===== src/rtl/alu_pkg.sv =====
// Shared opcodes, FSM state type and the per-bit logic-op helper for the multi-cycle ALU.
// Opcode encoding matches the original 8-bit ALU so issue stages need no change.
package alu_pkg;

    localparam logic [3:0] ALU_ADD  = 4'd0;
    localparam logic [3:0] ALU_INC  = 4'd1;
    localparam logic [3:0] ALU_SUB  = 4'd2;
    localparam logic [3:0] ALU_DEC  = 4'd3;
    localparam logic [3:0] ALU_MUL  = 4'd4;
    localparam logic [3:0] ALU_DIV  = 4'd5;
    localparam logic [3:0] ALU_SHL  = 4'd6;
    localparam logic [3:0] ALU_SHR  = 4'd7;
    localparam logic [3:0] ALU_INV  = 4'd8;
    localparam logic [3:0] ALU_AND  = 4'd9;
    localparam logic [3:0] ALU_OR   = 4'd10;
    localparam logic [3:0] ALU_NAND = 4'd11;
    localparam logic [3:0] ALU_NOR  = 4'd12;
    localparam logic [3:0] ALU_XOR  = 4'd13;
    localparam logic [3:0] ALU_XNOR = 4'd14;
    localparam logic [3:0] ALU_BUF  = 4'd15;

    typedef enum logic [1:0] {
        IDLE    = 2'd0,
        DIV_RUN = 2'd1,
        DONE    = 2'd2
    } alu_state_t;

    // One bit of the bitwise op group; anything outside the group passes a through.
    function automatic logic alu_bit_op(input logic [3:0] cmd, input logic a, input logic b);
        case (cmd)
            ALU_INV:  return ~a;
            ALU_AND:  return a & b;
            ALU_OR:   return a | b;
            ALU_NAND: return ~(a & b);
            ALU_NOR:  return ~(a | b);
            ALU_XOR:  return a ^ b;
            ALU_XNOR: return ~(a ^ b);
            default:  return a;
        endcase
    endfunction

endpackage


===== src/rtl/alu_mc_if.sv =====
// Issue/writeback bus of the ALU: valid/ready on both sides, operands in, result and flags out.
interface alu_mc_if #(parameter int WIDTH = 8);

    logic                   in_valid;
    logic                   in_ready;
    logic [WIDTH-1:0]       a;
    logic [WIDTH-1:0]       b;
    logic [3:0]             command;
    logic                   out_valid;
    logic                   out_ready;
    logic [2*WIDTH-1:0]     y;
    logic                   flag_zero;
    logic                   flag_carry;
    logic                   flag_dz;

    modport master (
        output in_valid, a, b, command, out_ready,
        input  in_ready, out_valid, y, flag_zero, flag_carry, flag_dz
    );

    modport slave (
        input  in_valid, a, b, command, out_ready,
        output in_ready, out_valid, y, flag_zero, flag_carry, flag_dz
    );

endinterface


===== src/rtl/alu_div_restoring.sv =====
// Restoring divider, one quotient bit per clock. The first bit is resolved on the start edge,
// so done pulses WIDTH-1 cycles later with the final quotient/remainder already registered.
module alu_div_restoring #(
    parameter int WIDTH = 8
) (
    input  logic             clk,
    input  logic             rst,
    input  logic             start,
    input  logic [WIDTH-1:0] dividend,
    input  logic [WIDTH-1:0] divisor,
    output logic             busy,
    output logic             done,
    output logic [WIDTH-1:0] quotient,
    output logic [WIDTH-1:0] remainder
);

    localparam int CNT_W = $clog2(WIDTH + 1);

    logic [WIDTH-1:0] rem_reg, quo_reg, dsr_reg;
    logic [CNT_W-1:0] cnt_reg;
    logic             busy_reg, done_reg;

    logic [WIDTH-1:0] src_rem, src_quo, src_dsr;
    logic [WIDTH:0]   shifted, diff;
    logic             fits;
    logic [WIDTH-1:0] rem_next, quo_next;

    // On start the iteration works straight from the operands instead of the idle registers.
    always_comb begin
        src_rem  = start ? '0 : rem_reg;
        src_quo  = start ? dividend : quo_reg;
        src_dsr  = start ? divisor : dsr_reg;
        shifted  = {src_rem, src_quo[WIDTH-1]};
        diff     = shifted - {1'b0, src_dsr};
        fits     = (shifted >= {1'b0, src_dsr});
        rem_next = fits ? diff[WIDTH-1:0] : shifted[WIDTH-1:0];
        quo_next = {src_quo[WIDTH-2:0], fits};
    end

    always_ff @(posedge clk) begin
        if (rst) begin
            rem_reg  <= '0;
            quo_reg  <= '0;
            dsr_reg  <= '0;
            cnt_reg  <= '0;
            busy_reg <= 1'b0;
            done_reg <= 1'b0;
        end else begin
            done_reg <= 1'b0;
            if (start) begin
                rem_reg  <= rem_next;
                quo_reg  <= quo_next;
                dsr_reg  <= divisor;
                cnt_reg  <= CNT_W'(WIDTH - 1);
                busy_reg <= 1'b1;
            end else if (busy_reg) begin
                rem_reg <= rem_next;
                quo_reg <= quo_next;
                cnt_reg <= cnt_reg - CNT_W'(1);
                if (cnt_reg == CNT_W'(1)) begin
                    busy_reg <= 1'b0;
                    done_reg <= 1'b1;
                end
            end
        end
    end

    assign busy      = busy_reg;
    assign done      = done_reg;
    assign quotient  = quo_reg;
    assign remainder = rem_reg;

endmodule


===== src/rtl/alu_mc.sv =====
// Registered ALU with valid/ready handshake: single-cycle datapath for all ops except a
// non-zero DIV, which is handed to the restoring divider while the FSM waits in DIV_RUN.
module alu_mc
    import alu_pkg::*;
#(
    parameter int WIDTH = 8
) (
    input  logic     clk,
    input  logic     rst,
    alu_mc_if.slave  bus
);

    localparam int W2 = 2 * WIDTH;

    alu_state_t       state_reg;
    logic             in_ready_reg, out_valid_reg;
    logic [W2-1:0]    y_reg;
    logic             zero_reg, carry_reg, dz_reg;

    logic [W2-1:0]    a_ext, b_ext;
    logic [WIDTH-1:0] logic_res;
    logic [W2-1:0]    res_next;
    logic             carry_next;
    logic             accept, div_start, div_busy, div_done;
    logic [WIDTH-1:0] div_quo, div_rem;

    assign a_ext     = {{WIDTH{1'b0}}, bus.a};
    assign b_ext     = {{WIDTH{1'b0}}, bus.b};
    assign accept    = bus.in_valid & in_ready_reg & ~div_busy;
    assign div_start = accept && (bus.command == ALU_DIV) && (bus.b != '0);

    genvar gi;
    generate
        for (gi = 0; gi < WIDTH; gi++) begin : g_logic
            assign logic_res[gi] = alu_bit_op(bus.command, bus.a[gi], bus.b[gi]);
        end
    endgenerate

    // DIV here only covers the b==0 case; a real division comes back through the divider.
    always_comb begin
        res_next   = '0;
        carry_next = 1'b0;
        case (bus.command)
            ALU_ADD: begin
                res_next   = a_ext + b_ext;
                carry_next = res_next[WIDTH];
            end
            ALU_INC: begin
                res_next   = a_ext + W2'(1);
                carry_next = res_next[WIDTH];
            end
            ALU_SUB: begin
                res_next   = a_ext - b_ext;
                carry_next = (bus.a < bus.b);
            end
            ALU_DEC: begin
                res_next   = a_ext - W2'(1);
                carry_next = (bus.a == '0);
            end
            ALU_MUL: res_next = a_ext * b_ext;
            ALU_DIV: res_next = {bus.a, {WIDTH{1'b1}}};
            ALU_SHL: res_next = (b_ext >= W2'(W2)) ? '0 : (a_ext << b_ext);
            ALU_SHR: res_next = (b_ext >= W2'(W2)) ? '0 : (a_ext >> b_ext);
            default: res_next = {{WIDTH{1'b0}}, logic_res};
        endcase
    end

    alu_div_restoring #(.WIDTH(WIDTH)) u_div (
        .clk       (clk),
        .rst       (rst),
        .start     (div_start),
        .dividend  (bus.a),
        .divisor   (bus.b),
        .busy      (div_busy),
        .done      (div_done),
        .quotient  (div_quo),
        .remainder (div_rem)
    );

    always_ff @(posedge clk) begin
        if (rst) begin
            state_reg     <= IDLE;
            in_ready_reg  <= 1'b1;
            out_valid_reg <= 1'b0;
            y_reg         <= '0;
            zero_reg      <= 1'b0;
            carry_reg     <= 1'b0;
            dz_reg        <= 1'b0;
        end else begin
            case (state_reg)
                IDLE: begin
                    if (accept) begin
                        in_ready_reg <= 1'b0;
                        if (div_start) begin
                            state_reg <= DIV_RUN;
                        end else begin
                            state_reg     <= DONE;
                            out_valid_reg <= 1'b1;
                            y_reg         <= res_next;
                            zero_reg      <= (res_next == '0);
                            carry_reg     <= carry_next;
                            dz_reg        <= (bus.command == ALU_DIV);
                        end
                    end
                end
                DIV_RUN: begin
                    if (div_done) begin
                        state_reg     <= DONE;
                        out_valid_reg <= 1'b1;
                        y_reg         <= {div_rem, div_quo};
                        zero_reg      <= ({div_rem, div_quo} == '0);
                        carry_reg     <= 1'b0;
                        dz_reg        <= 1'b0;
                    end
                end
                DONE: begin
                    if (bus.out_ready) begin
                        state_reg     <= IDLE;
                        out_valid_reg <= 1'b0;
                        in_ready_reg  <= 1'b1;
                    end
                end
                default: begin
                    state_reg     <= IDLE;
                    in_ready_reg  <= 1'b1;
                    out_valid_reg <= 1'b0;
                end
            endcase
        end
    end

    assign bus.in_ready   = in_ready_reg;
    assign bus.out_valid  = out_valid_reg;
    assign bus.y          = y_reg;
    assign bus.flag_zero  = zero_reg;
    assign bus.flag_carry = carry_reg;
    assign bus.flag_dz    = dz_reg;

endmodule


===== src/flat_wrapper.sv =====
// flat-port wrapper written by rule: the top's interface ports become plain ports
module alu_mc_flat import alu_pkg::*;
#(
    parameter int WIDTH = 8
)
  (clk, rst, bus_in_valid, bus_a, bus_b, bus_command, bus_out_ready, bus_in_ready, bus_out_valid, bus_y, bus_flag_zero, bus_flag_carry, bus_flag_dz);
  alu_mc_if #(.WIDTH(WIDTH)) bus_i ();
  input  logic clk;
  input  logic rst;
  input wire logic [$bits(bus_i.in_valid)-1:0] bus_in_valid;
  input wire logic [$bits(bus_i.a)-1:0] bus_a;
  input wire logic [$bits(bus_i.b)-1:0] bus_b;
  input wire logic [$bits(bus_i.command)-1:0] bus_command;
  input wire logic [$bits(bus_i.out_ready)-1:0] bus_out_ready;
  output wire logic [$bits(bus_i.in_ready)-1:0] bus_in_ready;
  output wire logic [$bits(bus_i.out_valid)-1:0] bus_out_valid;
  output wire logic [$bits(bus_i.y)-1:0] bus_y;
  output wire logic [$bits(bus_i.flag_zero)-1:0] bus_flag_zero;
  output wire logic [$bits(bus_i.flag_carry)-1:0] bus_flag_carry;
  output wire logic [$bits(bus_i.flag_dz)-1:0] bus_flag_dz;
  assign bus_i.in_valid = bus_in_valid;
  assign bus_i.a = bus_a;
  assign bus_i.b = bus_b;
  assign bus_i.command = bus_command;
  assign bus_i.out_ready = bus_out_ready;
  assign bus_in_ready = bus_i.in_ready;
  assign bus_out_valid = bus_i.out_valid;
  assign bus_y = bus_i.y;
  assign bus_flag_zero = bus_i.flag_zero;
  assign bus_flag_carry = bus_i.flag_carry;
  assign bus_flag_dz = bus_i.flag_dz;
  alu_mc #(.WIDTH(WIDTH)) u_core (.clk(clk), .rst(rst), .bus(bus_i));
endmodule

===== config.mk =====
export PLATFORM = sky130hd
export DESIGN_NAME = alu_mc_flat
export DESIGN_NICKNAME = d
export VERILOG_FILES = /design/src/rtl/alu_pkg.sv /design/src/rtl/alu_mc_if.sv /design/src/rtl/alu_div_restoring.sv /design/src/rtl/alu_mc.sv /design/src/flat_wrapper.sv
export SDC_FILE = /design/constraint.sdc
export NUM_CORES = 1
export LEC_CHECK = 0
export ABC_AREA = 1
export CAP_MARGIN = 15
export CORE_ASPECT_RATIO = 1.75
export CORE_UTILIZATION = 54
export CTS_CLUSTER_SIZE = 10
export DETAILED_ROUTE_END_ITERATION = 12
export GPL_TIMING_DRIVEN = 0
export PLACE_DENSITY = 0.76
export SLEW_MARGIN = 20
export SYNTH_ARGS = -nofsm -noshare
export SYNTH_HDL_FRONTEND = slang
export SYNTH_SLANG_ARGS = --single-unit

===== constraint.sdc =====
create_clock -name clk -period 4.85 [get_ports clk]
set_input_delay 0.7275 -clock clk [delete_from_list [all_inputs] [get_ports clk]]
set_output_delay 0.7275 -clock clk [all_outputs]
set_load 0.01 [all_outputs]

==> qor.csv, run 1 <==
metric,value,unit
dp_slack,-1630,ps
yosysTopAreaCell,nand2_1,
dr.pass1.iters,7,
area_delta_synth_final,16.8,%
grt_pass1_wl,49300,um
cell_internal_pwr,1.54,mW
crit_family,adder cells,
vdd_ir_drop_max,0.000363,V
clock_sinks,53,
seq_area_frac_synth,13.3,%
yosysUniqueCellTypes,46,
clk_path_buf_depth,2,
min-delay-start,u_core.bus.flag_dz$_SDFFE_PP0P_,
gp_congestion,1.04,
synthFlopType,dfxtp_1,
grt_antenna_before_repair,1,
core,0.0144,mm2
crit_buf_inv,5,
mappedNetlistNets,1470,
p_seq_share,18.2,%
setup_viol,0,
min_path_type,flip-flop to flip-flop,
maxSlewViolCount,0,
netlist_instances,1334,
powerDensity,322,mW/mm2
place.port_buffers,44,
slew_headroom,32.6,%
wl_per_cell,20.6,um
yosysWarnings,0,
numCtsBuffers,5,
grt_pass1_vias,9075,
fp.dieW,94.0,um
die-height,163,um
rows,58,
ys_seq_elements,53,
placed_area,0.00866,mm2
crit_required,5100,ps
ioPinCount,45,
worst_slew_pin_slew,1000,ps
hpwl,25600,um
dieArea,0.0153,mm2
r2r-end,u_core.u_div.remainder[6]$_SDFFE_PP0P_,
cts_root_buf,clkbuf_16,
final.setup.tns,0,ps
cpMaxStageDelayCell,fa_1,
dr_total_vias,9464,
p_total,3.00,mW
clkPwrFrac,13.9,%
h-tree-depth,2,
placed_cells,1558,
drt-initial-drc-count,624,
whs_path_depth,2,
initial_core_util,55.4,%
rr_startpoint,u_core.u_div.busy$_SDFF_PP0_,
clk_latency,310,ps
r2r_slack,1060,ps
final_nets,1538,
synth_area,0.00800,mm2
largest_reg_flops,16,
num_antenna_cells,0,
track_usage,43.7,%
vias_per_cell,5.98,
yosys-top-cells-count,"349 x nand2_1, 202 x inv_1, 143 x nand3_1, 143 x nor2_1, 73 x ha_1",
synthTopCellsByArea,"nand2_1 16%, dfxtp_1 13%, ha_1 11%",
synth.top_cell.area_share,16.4,%
max_stage_delay,560,ps
synth_area_per_cell,5.99,um2
p_leak,4.90,nW
overflow,0,
synth_edf_count,0,
status,finished clean,
rsz0062_at_grt,true,
arrival,4950,ps
fin_ws,150,ps
finalCritPeriodShare,96.9,%
max_freq,213,MHz
grt_max_degree,19,
holdPathEnd,u_core.bus.flag_dz$_SDFFE_PP0P_,
drcViolationCount,0,
p_sw_share,48.8,%
fin_worst_skew,5.37,ps
finalCriticalPeriod,4700,ps
synth_most_common_cell,nand2_1,
cp-start-kind,primary input,
cts_tree,built,
drive_gt1_share,12.0,%
async_flop_share,0,%
crit_cells,23,
path_class,primary input to flip-flop,
clk_pin_slew_worst_paths,70,ps
fin_area,0.00934,mm2
hold_viol,0,
hold_buffers,0,
drt_wl_total,32600,um
cap_viol_max_count,0,
path_cells,buf_2 > clkbuf_8 > nand2_2 > inv_2 > fa_1 > fa_1 > fa_1 > inv_2 > fa_1 > inv_2 > ha_4 > nand2_1 > nor2_1 > nand3_1 > nand3_1 > nand2_1 > nand3_2 > nand4_1 > nor2_1 > nand3_1 > nor2_2 > nor2_1 > nor2_1,
ant_nets,0,
crit_fanout,11,
switching_power,1.47,mW
rr_worst_depth,22,
p_comb_share,67.8,%
cp-end-kind,flip-flop,
instances_no_fill,1583,
[worst reg2reg max path, stage by stage, from the launching register on]
cell and delay [ps]:
dfxtp_1 310, clkbuf_1 360, inv_1 110, nand3_1 220, nor2_4 80, nand2_4 110
inv_4 80, buf_2 190, or2_2 280, o21ai_0 110, inv_1 70, ha_1 240
fa_1 420, o21ai_0 180, a21oi_1 80, o21ai_0 190, a21oi_1 100, xor2_1 160
o21ai_0 200, nand2_1 70, o21ai_0 70, nand2_1 60, inv_1 50
[per-stage QoR]
stage          utilization, %  hold WS [ps]
2_1_floorplan               -           457
3_3_place_gp             60.0           457
3_5_place_dp             60.0           461
4_1_cts                  63.9           474
5_1_grt                  64.7           486
6_report                 64.7           471
[layout by cell type (no fill, tap or decap), drive strengths merged, types with 3 or more instances in the layout]
cell type / count
nand3: 143
a21oi: 70
ha: 73
clkbuf: 26
or2: 6
nor3: 7
fa: 39
o22ai: 15
nand4: 28
inv: 214
xor2: 5
a221oi: 6
o21ai: 81
clkdlybuf4s50: 29
nor4: 4
o211ai: 8
nand2: 356
xnor2: 4
nand3b: 6
a31oi: 3
nor2: 150
clkinv: 5
buf: 61
dfxtp: 53
[what timing repair did]
action / in CTS / in global routing
setup buffers: 20 / 4
pin swaps: 19 / 44
gates resized for setup: 116 / 76
setup endpoints to repair: 13 / 18
[final cells by class]
cell class / count / area, um2
tap: 180 / 225
inverter: 217 / 821
sequential: 53 / 1060
clock inverter: 3 / 50.0
multi-input combinational: 1011 / 6110
buffer: 46 / 350
fill: 1385 / 5100
clock buffer: 5 / 125
timing repair buffer: 68 / 597
[cell families after synthesis]
logic type | synth area share, %
DFF | 13.3
adders and majority gates | 21.2
buffers and inverters | 13.3
and+or+nand+nor | 37.8
xor gates and xnor gates | 0.986
AOI/OAI and AO/OA | 13.4
[power groups by stage]
| stage | clock network, mW | registers [mW] | logic [mW] |
|---|---|---|---|
| after CTS | 0.421 | 0.547 | 1.86 |
| after global placement | 0 | 0.555 | 1.67 |
| after detailed placement | 0 | 0.556 | 1.69 |
| final | 0.419 | 0.548 | 2.04 |
| after floorplan | 0 | 0.573 | 1.14 |
| after global routing | 0.434 | 0.555 | 2.23 |
[worst max path at each step]
stage	from	end	slack [ps]
3_5_place_dp	bus_a[1]	u_core.bus.flag_zero$_SDFFE_PP0P_	-1630
3_3_place_gp	bus_a[1]	u_core.bus.flag_zero$_SDFFE_PP0P_	-1600
5_1_grt	bus_b[6]	u_core.bus.flag_zero$_SDFFE_PP0P_	-80
4_1_cts	bus_b[0]	u_core.bus.flag_zero$_SDFFE_PP0P_	5
6_report	bus_a[5]	u_core.bus.flag_zero$_SDFFE_PP0P_	150
2_1_floorplan	bus_a[3]	u_core.bus.flag_zero$_SDFFE_PP0P_	10
[metal layers]
metal	GRT usage (%)	up-vias	part of all wire (%)
met4	44.2	2	12
met5	0	-	0.052
li1	-	4424	-
met2	74.3	475	48
met3	11.8	218	7.8
met1	40.3	4345	32
Note: power is estimated with default switching activity, not from simulation.
==> run 2, diff against run 1 <==
- clock period: 4.85 -> 3.9 ns (I/O delays scaled with it)
==> qor.csv, run 2 <==
metric,value,unit,change
place.port_buffers,44,,unchanged
async_flop_share,0,%,unchanged
mappedNetlistNets,1470,,unchanged
fp.dieW,94.0,um,unchanged
placed_cells,1558,,unchanged
cts_root_buf,clkbuf_16,,
clk_path_buf_depth,2,,unchanged
synth_edf_count,0,,unchanged
synthTopCellsByArea,"nand2_1 16%, dfxtp_1 13%, ha_1 11%",,
hpwl,26100,um,+1.8%
synth_area_per_cell,5.99,um2,unchanged
numCtsBuffers,5,,unchanged
h-tree-depth,2,,unchanged
initial_core_util,55.4,%,unchanged
grt-worst-endpoint,u_core.bus.flag_zero$_SDFFE_PP0P_/D,,
clock_sinks,53,,unchanged
synthAdderAreaFrac,21.2,%,unchanged
yosysWarnings,0,,unchanged
hold_buffers,0,,unchanged
grt_max_degree,18,,
seq_area_frac_synth,13.3,%,unchanged
muxShareOfSynthArea,0,%,unchanged
haltStage,5_1_grt,,
yosysTopAreaCell,nand2_1,,
gp_congestion,1.11,,+6.1%
synth_most_common_cell,nand2_1,,
ioPinCount,45,,unchanged
synth.top_cell.area_share,16.4,%,unchanged
synth_area,0.00800,mm2,unchanged
yosys-top-cells-count,"349 x nand2_1, 202 x inv_1, 143 x nand3_1, 143 x nor2_1, 73 x ha_1",,
overflow,2,,
worst-ep-kind,sequential cell input,,
toolErrorMsg,[ERROR GRT-0232] Routing congestion too high. Check the congestion heatmap in the GUI.,,
synth_xor_area_share,0.986,%,unchanged
yosysUniqueCellTypes,46,,unchanged
synth_top_family_by_area,simple AND/OR/NAND/NOR gates,,
dp_slack,-2140,ps,-513 ps
ys_seq_elements,53,,unchanged
status,aborted with a tool error,,
die-height,163,um,unchanged
yosys.area_share.simple,37.8,%,unchanged
synthFlopType,dfxtp_1,,
netlist_instances,1334,,unchanged
synth_compound_area_share,13.4,%,unchanged
track_usage,48.3,%,
rows,58,,unchanged
-- run 2: cell counts after synthesis --
No cell type changed its count.
-- run 2: stage by stage --
| stage | hold slack [ps] | util, % | cell area [um2] |
|---|---|---|---|
| 4_1_cts | 469 | 68.2 | 9850 |
| 3_5_place_dp | 458 | 61.4 | 8870 |
| 3_3_place_gp | 455 | 61.4 | 8870 |
| 2_1_floorplan | 457 | - | 8210 |
-- run 2: what timing repair did --
action / 4_1_cts
buffers inserted: 37
gates cloned: 0
endpoints found under the setup margin: 23
pin swaps: 60
gates resized for setup: 206
-- run 2: cell families after synthesis --
group           after synthesis
compound gates              189
xor+xnor                      9
fa+ha+maj                   112
buf+inv                     270
flops                        53
simple gates                701
-- run 2: layer usage --
metal	GRT overflow	track usage (%)
met4	1	49.7
met1	0	45.1
met2	1	79.7
met3	0	14.8
met5	0	0
==> run 3, diff against run 2 <==
- CORE_ASPECT_RATIO: 1.75 -> default
- CORE_UTILIZATION: 54 -> 39
- CTS_CLUSTER_SIZE: 10 -> default
- PLACE_DENSITY: 0.76 -> default
- PLACE_DENSITY_LB_ADDON: default -> 0.15
- clock period: 3.9 -> 5.1 ns (I/O delays scaled with it)
==> qor.csv, run 3 (synthesis gave the netlist of run 1 again) <==
metric,value,unit,change
clk_path_buf_depth,2,,unchanged
area_delta_synth_final,17.2,%,
drt-initial-drc-count,667,,
grt_max_degree,18,,
crit_buf_inv,5,,
worst_slew_pin_slew,722,ps,
wl_per_cell,18.0,um,
arrival,5180,ps,
hold_ws,473,ps,
rows,52,,-10%
path_class,primary input to flip-flop,,
ant_nets,0,,
grt_pass1_vias,8499,,
vdd_ir_drop_max,0.000258,V,
max_stage_delay,560,ps,
fp.dieW,145,um,+54%
numCtsBuffers,5,,unchanged
cpMaxStageDelayCell,clkdlybuf4s50_1,,
h-tree-depth,2,,unchanged
cap_viol_max_count,0,,
powerDensity,293,mW/mm2,
nFillCells,2202,,
dr_total_vias,8969,,
dieArea,0.0211,mm2,
finalCritPeriodShare,97.0,%,
core,0.0202,mm2,
crit_required,5330,ps,
maxSlewViolCount,0,,
cp-start-kind,primary input,,
gp_congestion,0.957,,-14%
ioPinCount,45,,unchanged
finalCriticalPeriod,4950,ps,
hpwl,24500,um,-6.2%
fin_util,46.5,%,
final_cell_mix,"343 x nand2_1, 201 x inv_1, 135 x nor2_1, 134 x nand3_1, 68 x ha_1",,
max_freq,202,MHz,
fin_worst_skew,7.53,ps,
drcViolationCount,0,,
clk_pin_slew_worst_paths,70,ps,
largest_reg_flops,16,,
crit_family,adder cells,,
overflow,0,,
die-height,145,um,-11%
drt_wl_total,30200,um,
grt_antenna_before_repair,1,,
drive_gt1_share,10.5,%,
track_usage,28.9,%,
cts_root_buf,clkbuf_16,,
cp_common_cell,nor2_1,,
setup_viol,0,,
cts_tree,built,,
clock_sinks,53,,unchanged
cp-end-kind,flip-flop,,
slew_headroom,51.7,%,
status,finished clean,,
path_cells,clkdlybuf4s50_1 > buf_6 > nand2_1 > inv_1 > ha_1 > ha_1 > inv_1 > fa_1 > inv_1 > ha_1 > fa_1 > xor2_1 > a21oi_1 > nand4_1 > nor2_1 > nand4_1 > nor2_1 > nand3_2 > nor2_2 > nor2_1 > nor2_1,,
final_common_cell,nand2_1,,
dr.pass1.iters,5,,
initial_core_util,39.6,%,-16 points
final_nets,1538,,
hold_viol,0,,
clk_latency,290,ps,
vias_per_cell,5.36,,
place.port_buffers,44,,unchanged
crit_fanout,15,,
grt_pass1_wl,47700,um,
p_leak,4.87,nW,
min_path_type,flip-flop to flip-flop,,
==> run 3: area by class of cell <==
type / instances / area (um2) / area share [%]
multi-input cells: 1011 / 6030 / 64.4
flip-flops and latches: 53 / 1060 / 11.3
inverters: 217 / 821 / 8.76
repair buffers: 67 / 571 / 6.09
plain buffers: 47 / 377 / 4.02
well taps: 270 / 338 / 3.61
clock buffers: 5 / 125 / 1.34
clock inverters: 3 / 43.8 / 0.467
diodes: 1 / 2.50 / 0.0267
==> run 3: worst paths after layout <==
check                                 from                                endpoint  slack [ps]  depth (start not counted)
max                               bus_b[1]       u_core.bus.flag_zero$_SDFFE_PP0P_         150                         21
min          u_core.bus.y[14]$_SDFFE_PP0P_           u_core.bus.y[14]$_SDFFE_PP0P_         470                          2
max reg2reg   u_core.u_div.busy$_SDFF_PP0_  u_core.u_div.remainder[6]$_SDFFE_PP0P_        1420                         22
min reg2reg  u_core.bus.y[14]$_SDFFE_PP0P_           u_core.bus.y[14]$_SDFFE_PP0P_         470                          2
==> run 3: where the power goes <==
part           switching, mW  leakage [nW]  internal [mW]
Sequential            0.0419         0.432          0.480
Combinational           1.11          4.36          0.717
Clock                  0.160        0.0842          0.233
==> run 3: layer usage <==
| layer | global-route usage [%] | part of all wire [%] | vias to the layer above |
|---|---|---|---|
| met5 | 0 | 0 | - |
| met4 | 13.2 | 4.6 | 0 |
| met3 | 3.77 | 7.2 | 75 |
| met2 | 46.2 | 45 | 348 |
| met1 | 38.7 | 44 | 4121 |
| li1 | - | - | 4425 |
==> run 3: through the flow <==
step           cells  power (mW)  setup TNS [ps]  area, um2  worst slack [ps]
2_1_floorplan   1334        1.63               0       8000               179
3_3_place_gp    1648        2.12          -14890       8770             -1470
3_5_place_dp    1648        2.13          -14780       8770             -1480
4_1_cts         1667        2.63               0       9280              9.76
5_1_grt         1673        2.98           -13.8       9370             -13.8
6_report        1674        2.74               0       9370               153
==> run 3: what timing repair did <==
item | 4_1_cts | 5_1_grt
setup buffers | 14 | 9
pin swaps | 10 | 30
cloned | 0 | 0
hold buffers | 0 | 0
gates resized for setup | 97 | 55
endpoints found under the setup margin | 13 | 7
==> run 3: tightest hold or removal path, cell delays in order, from the launching register on <==
cell	delay, ps
dfxtp_1	310
nand2_1	60
a21oi_1	50
